File: src/rtl/video_timing_gen.sv
// Runtime-configurable video timing generator: sync pulses, active-region flags,
// coordinates and strobes, with a lookahead and a delayed data-enable.
module video_timing_gen #(
   parameter int COORD_W    = 16,
   parameter int PRE_CYC    = 2,
   parameter int DLY_CYC    = 1,
   parameter int FCNT_W     = 16,
   parameter int DEF_H_ACT  = 1280,
   parameter int DEF_H_BLK  = 370,
   parameter int DEF_H_SYNC = 40,
   parameter int DEF_V_ACT  = 720,
   parameter int DEF_V_BLK  = 30,
   parameter int DEF_V_SYNC = 5
) (
   input  logic               clk,
   input  logic               rst,
   input  logic               enable,
   input  logic [COORD_W-1:0] cfg_h_act,
   input  logic [COORD_W-1:0] cfg_h_blk,
   input  logic [COORD_W-1:0] cfg_h_sync,
   input  logic [COORD_W-1:0] cfg_v_act,
   input  logic [COORD_W-1:0] cfg_v_blk,
   input  logic [COORD_W-1:0] cfg_v_sync,
   input  logic               cfg_update,
   output logic               hsync_o,
   output logic               vsync_o,
   output logic               valid_h_o,
   output logic               valid_v_o,
   output logic               de_o,
   output logic               pre_de_o,
   output logic               de_dly_o,
   output logic               frame_start_o,
   output logic               line_start_o,
   output logic               running_o,
   output logic [COORD_W-1:0] x,
   output logic [COORD_W-1:0] y,
   output logic [FCNT_W-1:0]  frame_cnt
);

   localparam int SW = COORD_W + 1;
   localparam logic [SW-1:0] MAXV = {1'b0, {COORD_W{1'b1}}};
   localparam logic [5:0] TAIL = 6'(1 + PRE_CYC + DLY_CYC);

   typedef enum logic [1:0] {S_IDLE, S_RUN, S_DRAIN} state_t;

   typedef struct packed {
      logic [COORD_W-1:0] act;
      logic [COORD_W-1:0] blk;
      logic [COORD_W-1:0] sync;
   } tim_t;

   typedef struct packed {
      logic               hs;
      logic               vs;
      logic               vh;
      logic               vv;
      logic               de;
      logic               fs;
      logic               ls;
      logic [COORD_W-1:0] px;
      logic [COORD_W-1:0] py;
   } pix_t;

   // Zero fields become 1, oversized totals shrink the blank, sync never exceeds blank.
   function automatic tim_t sanitise(input logic [COORD_W-1:0] a,
                                     input logic [COORD_W-1:0] b,
                                     input logic [COORD_W-1:0] s);
      tim_t t;
      logic [SW-1:0] sum;
      logic [SW-1:0] room;
      t.act  = (a == '0) ? COORD_W'(1) : a;
      t.blk  = (b == '0) ? COORD_W'(1) : b;
      t.sync = (s == '0) ? COORD_W'(1) : s;
      sum  = {1'b0, t.act} + {1'b0, t.blk};
      room = MAXV - {1'b0, t.act};
      if (sum > MAXV) t.blk = room[COORD_W-1:0];
      if (t.sync > t.blk) t.sync = t.blk;
      return t;
   endfunction

   state_t             state_q, state_d;
   logic [COORD_W-1:0] hcnt_q, hcnt_d;
   logic [COORD_W-1:0] vcnt_q, vcnt_d;
   tim_t               pend_h_q, pend_v_q;
   tim_t               act_h_q, act_v_q;
   logic               load_act;

   logic [SW-1:0] h_total, v_total;
   logic          h_last, v_last, frame_last, run;

   assign h_total    = {1'b0, act_h_q.act} + {1'b0, act_h_q.blk};
   assign v_total    = {1'b0, act_v_q.act} + {1'b0, act_v_q.blk};
   assign h_last     = ({1'b0, hcnt_q} == h_total - SW'(1));
   assign v_last     = ({1'b0, vcnt_q} == v_total - SW'(1));
   assign frame_last = h_last & v_last;
   assign run        = (state_q != S_IDLE);

   always_comb begin
      state_d  = state_q;
      hcnt_d   = hcnt_q;
      vcnt_d   = vcnt_q;
      load_act = 1'b0;
      case (state_q)
         S_IDLE: begin
            hcnt_d = '0;
            vcnt_d = '0;
            if (enable) begin
               state_d  = S_RUN;
               load_act = 1'b1;
            end
         end
         S_RUN, S_DRAIN: begin
            if (h_last) begin
               hcnt_d = '0;
               vcnt_d = v_last ? '0 : vcnt_q + COORD_W'(1);
            end else begin
               hcnt_d = hcnt_q + COORD_W'(1);
            end
            if (state_q == S_RUN) begin
               if (!enable) state_d = S_DRAIN;
            end else if (enable) begin
               state_d = S_RUN;
            end else if (frame_last) begin
               state_d = S_IDLE;
            end
            // New timing becomes active exactly as the next frame begins.
            if (frame_last && (state_d != S_IDLE)) load_act = 1'b1;
         end
         default: state_d = S_IDLE;
      endcase
   end

   always_ff @(posedge clk or negedge rst) begin
      if (!rst) begin
         state_q  <= S_IDLE;
         hcnt_q   <= '0;
         vcnt_q   <= '0;
         pend_h_q <= {COORD_W'(DEF_H_ACT), COORD_W'(DEF_H_BLK), COORD_W'(DEF_H_SYNC)};
         pend_v_q <= {COORD_W'(DEF_V_ACT), COORD_W'(DEF_V_BLK), COORD_W'(DEF_V_SYNC)};
         act_h_q  <= {COORD_W'(DEF_H_ACT), COORD_W'(DEF_H_BLK), COORD_W'(DEF_H_SYNC)};
         act_v_q  <= {COORD_W'(DEF_V_ACT), COORD_W'(DEF_V_BLK), COORD_W'(DEF_V_SYNC)};
      end else begin
         state_q <= state_d;
         hcnt_q  <= hcnt_d;
         vcnt_q  <= vcnt_d;
         if (cfg_update) begin
            pend_h_q <= sanitise(cfg_h_act, cfg_h_blk, cfg_h_sync);
            pend_v_q <= sanitise(cfg_v_act, cfg_v_blk, cfg_v_sync);
         end
         if (load_act) begin
            act_h_q <= pend_h_q;
            act_v_q <= pend_v_q;
         end
      end
   end

   // Core flags; IDLE feeds zeros so the pipeline drains cleanly.
   logic [SW-1:0] hc, vc, ha, va, hs_end, vs_end;
   pix_t          pix_d;

   assign hc     = {1'b0, hcnt_q};
   assign vc     = {1'b0, vcnt_q};
   assign ha     = {1'b0, act_h_q.act};
   assign va     = {1'b0, act_v_q.act};
   assign hs_end = ha + {1'b0, act_h_q.sync};
   assign vs_end = va + {1'b0, act_v_q.sync};

   always_comb begin
      pix_d    = '0;
      pix_d.vh = run & (hc < ha);
      pix_d.vv = run & (vc < va);
      pix_d.hs = run & (hc >= ha) & (hc < hs_end);
      pix_d.vs = run & (vc >= va) & (vc < vs_end);
      pix_d.de = pix_d.vh & pix_d.vv;
      pix_d.ls = run & (hcnt_q == '0);
      pix_d.fs = pix_d.ls & (vcnt_q == '0);
      pix_d.px = hcnt_q;
      pix_d.py = vcnt_q;
   end

   // Stage 0 drives pre_de_o; stage PRE_CYC drives every aligned output.
   pix_t               pipe_q [0:PRE_CYC];
   logic               dly_q  [0:DLY_CYC-1];
   logic [FCNT_W-1:0]  fcnt_q;
   logic [5:0]         drain_q;

   always_ff @(posedge clk or negedge rst) begin
      if (!rst) begin
         for (int i = 0; i <= PRE_CYC; i++) pipe_q[i] <= '0;
         for (int i = 0; i < DLY_CYC; i++)  dly_q[i]  <= 1'b0;
         fcnt_q  <= '0;
         drain_q <= '0;
      end else begin
         pipe_q[0] <= pix_d;
         for (int i = 1; i <= PRE_CYC; i++) pipe_q[i] <= pipe_q[i-1];
         dly_q[0] <= pipe_q[PRE_CYC].de;
         for (int i = 1; i < DLY_CYC; i++) dly_q[i] <= dly_q[i-1];
         if (pipe_q[PRE_CYC-1].fs) fcnt_q <= fcnt_q + FCNT_W'(1);
         if (run)                   drain_q <= TAIL;
         else if (drain_q != '0)    drain_q <= drain_q - 6'd1;
      end
   end

   assign pre_de_o      = pipe_q[0].de;
   assign hsync_o       = pipe_q[PRE_CYC].hs;
   assign vsync_o       = pipe_q[PRE_CYC].vs;
   assign valid_h_o     = pipe_q[PRE_CYC].vh;
   assign valid_v_o     = pipe_q[PRE_CYC].vv;
   assign de_o          = pipe_q[PRE_CYC].de;
   assign frame_start_o = pipe_q[PRE_CYC].fs;
   assign line_start_o  = pipe_q[PRE_CYC].ls;
   assign x             = pipe_q[PRE_CYC].px;
   assign y             = pipe_q[PRE_CYC].py;
   assign de_dly_o      = dly_q[DLY_CYC-1];
   assign frame_cnt     = fcnt_q;
   assign running_o     = run | (drain_q != '0);

endmodule

File: config.mk
export PLATFORM = sky130hd
export DESIGN_NAME = video_timing_gen
export DESIGN_NICKNAME = d
export VERILOG_FILES = /design/src/rtl/video_timing_gen.sv
export SDC_FILE = /design/constraint.sdc
export NUM_CORES = 1
export LEC_CHECK = 0
export BUFFER_PORTS_ARGS = -buffer_cell sky130_fd_sc_hd__buf_2
export CAP_MARGIN = 40
export CORE_MARGIN = 2
export CORE_UTILIZATION = 65
export DETAILED_ROUTE_END_ITERATION = 8
export PLACE_DENSITY = 0.94
export SETUP_SLACK_MARGIN = 0.4
export SKIP_CTS_REPAIR_TIMING = 1
export SYNTH_ARGS = -nofsm -noshare
export SYNTH_HDL_FRONTEND = slang
export SYNTH_SLANG_ARGS = --single-unit
File: constraint.sdc
create_clock -name clk -period 10.1 [get_ports clk]
set_input_delay 0 -clock clk [delete_from_list [all_inputs] [get_ports clk]]
set_output_delay 0 -clock clk [all_outputs]
set_load 0.01 [all_outputs]
==> flow_summary.toml, run 1 <==
[run]
cap_violations = 0

[sta]
timing.final.ws_setup_ns = 4.54
worst_pin_slew_ns = 0.987
tns_ns = 0
drv_slew = 0
slew_headroom = 0.342
fin_crit_sh = 0.550
fmax_ghz = 0.180
hold_viol = 1
holdWs_ns = -0.0313
min_period_ns = 5.56
setup_violations = 0
fin_skew_ns = 0.0262
rsz0062_at_grt = "no"

[logic_synthesis]
synth_top_family_by_area = "compound AO/OA/AOI/OAI gates"
ys_top_cells_by_count = "328 x dfrtp_1, 289 x nand2_1, 225 x ha_1"
syn_avg_cell_area_um2 = 9.19
yosysMostFrequentCell = "dfrtp_1"
synth_enable_flop_cells = 0
syn_nets = 2792
syn_area_mm2 = 0.0226
muxShareOfSynthArea = 0.0305
synthAdderAreaFrac = 0.131
synthCells = 2461
synth_compound_area_frac = 0.185
synth_cell_types = 78
ys_seq_area_frac = 0.407
synth_xor_area_frac = 0.0360
synth_top_cell_area_share = 0.363
synth_warnings = 0
synth_area_leader_cell = "dfrtp_1"
yosys-top-cells-area = "dfrtp_1 36%, ha_1 12%, nand2_1 4.8%"
yosys_most_used_dff = "dfrtp_1"
yosys.area_share.simple = 0.132
async_reset_ff_frac = 1.00
ys_ff_latch = 366

[setup_path]
crit_type = "in2reg"
critPathCaptureType = "flip-flop"
cp_max_fo = 17
critPathLaunchType = "primary input"
required_ns = 10.52
arrival_ns = 5.98
r2r-start = "act_v_q[39]"
crit_start = "cfg_h_act[1]"

[drt]
vias = 18700
ant_nets = 0
drc = 0
drt_iter0_drc = 1966
wl_per_cell_um = 18.8
drtPass1Iterations = 6
wl_mm = 56.5
viasPerCell = 6.23

[place]
hpwlAfterDp_mm = 39.5
io_buffers = 157
dp.cells = 2869
pre_cts_slack_ns = 4.76
globalplace.congestion = 0.963
placed_area_mm2 = 0.0233

[global_route]
busiest_layer = "met2"
met1_usage = 0.409
overflow = 0
grt_pass1_wl_mm = 89.8
grt_pass1_vias = 18000
track_usage = 0.304
grt_max_degree = 135
antenna_found_initial = 0
gr-usage-met3 = 0.0576
met2_usage = 0.493

[clocking]
h-tree-depth = 2
clock-sinks = 366
root_buffer = "clkbuf_16"
clk_pin_slew_ns = 0.06
cts_buffers = 39
cts_tree = "built"
clkLatencyLatePin_ns = 0.55
cts_buffer_depth = 3

[finish]
fillerInstances = 2276
layout.nets = 2852
post-route-util = 0.734
drive_gt1_frac = 0.154
antennaDiodeCount = 0
final_cell_area_mm2 = 0.0252
stdcell_count = 3005
multiInputGateArea_mm2 = 0.0117
seqCellArea_mm2 = 0.00921
area_growth_pct = 11.6

[worst_hold_path]
hold_path_class = "in2reg"
hold_start = "cfg_h_sync[0]"

[power]
p_leak_nw = 12.1
powerDensity_mw_per_mm2 = 315
total_power_mw = 7.94
max-vdd-ir-drop_mv = 0.171

[status]
violations = "negative hold slack"
status = "complete, but fails checks"

[die]
die_y_um = 191
io_pins = 158
start_util = 0.658
die_w_um = 191
coreArea_mm2 = 0.0344
dieArea_mm2 = 0.0363
rows = 68
-- layout by cell type (no fill, tap or decap), types with 28 or more instances in the layout --
master           n
a21o_1          36
a21oi_1        120
a31o_1          44
a31o_2          53
a31oi_1         37
buf_2          155
clkbuf_16       41
dfrtp_1        328
dfstp_2         38
dlygate4sd3_1   66
ha_1           225
inv_1          199
mux2_2          39
nand2_1        289
nand3_1         43
nor2_1         113
nor2b_1         37
nor3_1          32
nor4_1          29
o21ai_0        188
o31ai_1         28
xnor2_1         50
xor2_1          43
-- flip-flops by register name (all words and copies together), names as in the netlist, 2 cells and up --
register,count
pipe_q,77
state_q,2
drain_q,6
pend_v_q,48
act_v_q,48
hcnt_q,16
y,16
vcnt_q,16
pend_h_q,48
x,16
act_h_q,48
frame_cnt,16
-- cells by family after synthesis --
logic type	after synthesis
AND/OR/NAND/NOR	645
AO/OA/AOI/OAI	637
buffers and inverters	423
flip-flops	366
adder cells (fa/ha/maj)	233
XOR/XNOR	93
multiplexers	64
-- critical path, stage by stage --
cell	delay [ns]
dlygate4sd3_1	0.54
buf_2	0.16
nor4_1	0.47
a41oi_1	0.25
inv_1	0.12
ha_1	0.16
inv_1	0.06
fa_1	0.35
inv_1	0.06
maj3_1	0.14
a21oi_1	0.06
o21ai_0	0.18
a21oi_1	0.10
a21oi_2	0.48
buf_6	0.24
mux2i_1	0.43
inv_1	0.10
ha_1	0.21
nor2b_1	0.11
o21a_1	0.11
o21a_1	0.11
o211ai_1	0.09
a21o_1	0.18
a21oi_1	0.21
o31ai_4	0.17
a31oi_1	0.20
o31ai_1	0.08
dlygate4sd3_1	0.58
-- path summary, 6_finish.rpt --
check	cells past startpoint	slack (ns)	end
max	28	4.54	pend_h_q[1]
min	4	-0.03	pend_h_q[0]
max reg2reg	15	4.78	act_h_q[45]
min reg2reg	0	0.35	x[5]
max in group asynchronous	5	7.59	act_v_q[18]
min in group asynchronous	2	0.14	x[11]
-- report_power, final --
group | total [mW] | internal (mW) | switching [mW]
registers | 2.12 | 1.82 | 0.295
clock network | 1.45 | 0.856 | 0.596
logic | 4.37 | 1.84 | 2.54
-- routing by layer --
metal	up-vias	share of wire
li1	8660	-
met1	9040	0.41
met2	858	0.47
met3	168	0.079
met4	0	0.036
met5	-	0
-- area by class of cell --
| cell class | instances | share of cell area |
|---|---|---|
| multi-input combinational | 1672 | 0.463 |
| timing repair buffer | 243 | 0.0682 |
| clock inverter | 15 | 0.00585 |
| sequential | 366 | 0.365 |
| tap | 455 | 0.0226 |
| inverter | 199 | 0.0296 |
| clock buffer | 55 | 0.0459 |
Power figures use the tool's default switching activity.
==> run 2: changes to the inputs <==
--- a/config.mk
+++ b/config.mk
@@ -5,12 +5,13 @@
 export SDC_FILE = /design/constraint.sdc
 export NUM_CORES = 1
 export LEC_CHECK = 0
+export ABC_AREA = 1
 export BUFFER_PORTS_ARGS = -buffer_cell sky130_fd_sc_hd__buf_2
 export CAP_MARGIN = 40
 export CORE_MARGIN = 2
-export CORE_UTILIZATION = 65
+export CORE_UTILIZATION = 61
 export DETAILED_ROUTE_END_ITERATION = 8
-export PLACE_DENSITY = 0.94
+export PLACE_DENSITY = 0.9
 export SETUP_SLACK_MARGIN = 0.4
 export SKIP_CTS_REPAIR_TIMING = 1
 export SYNTH_ARGS = -nofsm -noshare
==> constraint.sdc (replaced) <==
create_clock -name clk -period 5.18 [get_ports clk]
set_input_delay 0 -clock clk [delete_from_list [all_inputs] [get_ports clk]]
set_output_delay 0 -clock clk [all_outputs]
set_load 0.01 [all_outputs]
==> run 2 against run 1 <==
  * Sequential share of layout area increased by 1.5 points
  * Area after synthesis decreased by 4.4%
  * Hold slack got worse by 0.037 ns
  * Global-route usage decreased by 3.6 points
  * The run still ends with negative hold slack left
  * Power increased by 73%
  * Via count decreased by 4.6%
  * Critical path type unchanged
  * Final cell count increased by 7.0%
==> flow_summary.toml, run 2 <==
[global_route]
grt_pass1_wl_mm = 81.0
antenna_found_initial = 0
grt_pass1_vias = 16800
grt_max_degree = 132
overflow = 0
track_usage = 0.268

[setup_path]
arrival_ns = 4.79
crit_type = "in2reg"
cpPeakStageDelay_ns = 0.51
slowest_stage = "nor4_1"
required_ns = 5.55
critPathLaunchType = "primary input"
crit_path_frequent_cell = "nand2_1"
critPathCaptureType = "flip-flop"
cp_max_fo = 19

[logic_synthesis]
ys_seq_area_frac = 0.426
ys_ff_latch = 366
yosys_most_used_dff = "dfrtp_1"
synth_cell_types = 56
ys_top_cells_by_count = "689 x nand2_1, 328 x dfrtp_1, 302 x inv_1"
yosysMostFrequentCell = "nand2_1"
syn_area_mm2 = 0.0216
synth_warnings = 0
synth_area_leader_cell = "dfrtp_1"
synth_enable_flop_cells = 0
async_reset_ff_frac = 1.00
syn_nets = 2971
synthCells = 2640
yosys-top-cells-area = "dfrtp_1 38%, ha_1 13%, nand2_1 12%"
synth_top_cell_area_share = 0.380
syn_avg_cell_area_um2 = 8.18

[finish]
area_growth_pct = 12.1
layout_commonest_cell = "nand2_1"
layout.nets = 3063
antennaDiodeCount = 0
final_cell_mix = "689 x nand2_1, 328 x dfrtp_1, 301 x inv_1, 225 x ha_1, 177 x nand3_1"
largest_register = "pipe_q"
largest_reg_flops = 77
drive_gt1_frac = 0.103

[clocking]
h-tree-depth = 2
cts_tree = "built"
clkLatencyLatePin_ns = 0.54
clock-sinks = 366
clk_pin_slew_ns = 0.06
cts_buffers = 37
cts_buffer_depth = 3
root_buffer = "clkbuf_16"

[die]
dieArea_mm2 = 0.0369
die_y_um = 192
io_pins = 158
rows = 68
coreArea_mm2 = 0.0347
die_w_um = 192
start_util = 0.622

[place]
io_buffers = 157
hpwlAfterDp_mm = 36.2
globalplace.congestion = 0.961

[run]
cap_violations = 0

[sta]
holdWs_ns = -0.0682
fin_skew_ns = 0.0217
setup_violations = 0
min_period_ns = 4.42
hold_viol = 16
rsz0062_at_grt = "no"
drv_slew = 0
slew_headroom = 0.421
tns_ns = 0
worst_pin_slew_ns = 0.869
fin_crit_sh = 0.852
fmax_ghz = 0.226

[drt]
viasPerCell = 5.56
drt_iter0_drc = 1505
ant_nets = 0
wl_per_cell_um = 15.4
drc = 0
vias = 17900
wl_mm = 49.4
drtPass1Iterations = 6

[worst_hold_path]
hold_path_class = "in2reg"

[status]
violations = "negative hold slack"
status = "complete, but fails checks"

[power]
total_power_mw = 13.8
p_leak_nw = 12.9
powerDensity_mw_per_mm2 = 569
max-vdd-ir-drop_mv = 0.346
## run 2: cell count changes in the layout (fill, tap and decap cells not counted), sizes merged, moves of 21 or more
| cell | before | now |
|---|---|---|
| a21o | 36 | 2 |
| a31o | 97 | 0 |
| a31oi | 37 | 4 |
| inv | 202 | 305 |
| mux2 | 39 | 0 |
| mux2i | 25 | 0 |
| nand2 | 289 | 691 |
| nand3 | 43 | 178 |
| nor2 | 114 | 135 |
| nor2b | 37 | 0 |
| o21ai | 192 | 144 |
| o31ai | 30 | 2 |
## run 2: cell type report
class	count	area (um2)
Clock buffer	54	1100
Clock inverter	12	121
Fill cell	2603	10500
Inverter	306	1150
Multi-Input combinational cell	1778	10400
Sequential cell	366	9210
Tap cell	455	569
Timing Repair Buffer	243	1700
## run 2: path summary, 6_finish.rpt
path | start | cells past startpoint | slack (ns) | to
min in group asynchronous | rst | 2 | 0.16 | pend_h_q[47]
hold reg to reg | pipe_q[70] | 0 | 0.34 | x[15]
hold / removal | cfg_h_act[5] | 4 | -0.07 | pend_h_q[21]
setup / recovery | cfg_h_blk[9] | 27 | 0.76 | pend_h_q[8]
max in group asynchronous | rst | 3 | 3.79 | pipe_q[78]
setup reg to reg | act_h_q[17] | 27 | 1.16 | act_h_q[12]
## run 2: layer usage
layer | wire (um) | vias up | GRT usage
met1 | 22900 | 8435 | 0.385
met4 | 1370 | 0 | 0.0866
met5 | 0 | - | 0
met3 | 2820 | 125 | 0.0309
met2 | 22300 | 610 | 0.427
li1 | - | 8692 | -
## run 2: where the power goes
part           leakage (nW)  internal (mW)  switching [mW]
sequential             4.68           3.51           0.467
clock                 0.609           1.58            1.09
combinational          7.64           2.75            4.37
## run 2: logic make-up (layout without fill, tap and decap cells)
logic type      Yosys count  count (layout)  share of synthesized area
fa+ha+maj               231             231                      0.136
compound gates          340             340                     0.0881
buf+inv                 496             615                     0.0943
flops                   366             366                      0.426
xor+xnor                 96              96                     0.0389
simple gates           1111            1111                      0.217
## run 2: metrics by stage
stage | hold slack, ns | instances | utilization | setup slack [ns] | instance area [um2]
after detailed placement | 0.103 | 3076 | 0.642 | 0.465 | 22300
after global routing | -0.000524 | 3214 | 0.698 | 0.314 | 24200
final | -0.0682 | 3214 | 0.698 | 0.765 | 24200
after global placement | 0.0946 | 3073 | 0.640 | 0.447 | 22200
after floorplan | -0.296 | 2640 | - | 1.39 | 21600
after CTS | -0.461 | 3142 | 0.677 | 0.906 | 23500
## run 2: critical path, delay by kind of cell
| kind | cells | cell delay [ns] |
|---|---|---|
| AOI/OAI and AO/OA | 10 | 1.69 |
| buffers and inverters | 5 | 0.76 |
| and+or+nand+nor | 9 | 1.48 |
| adders and majority gates | 3 | 0.83 |
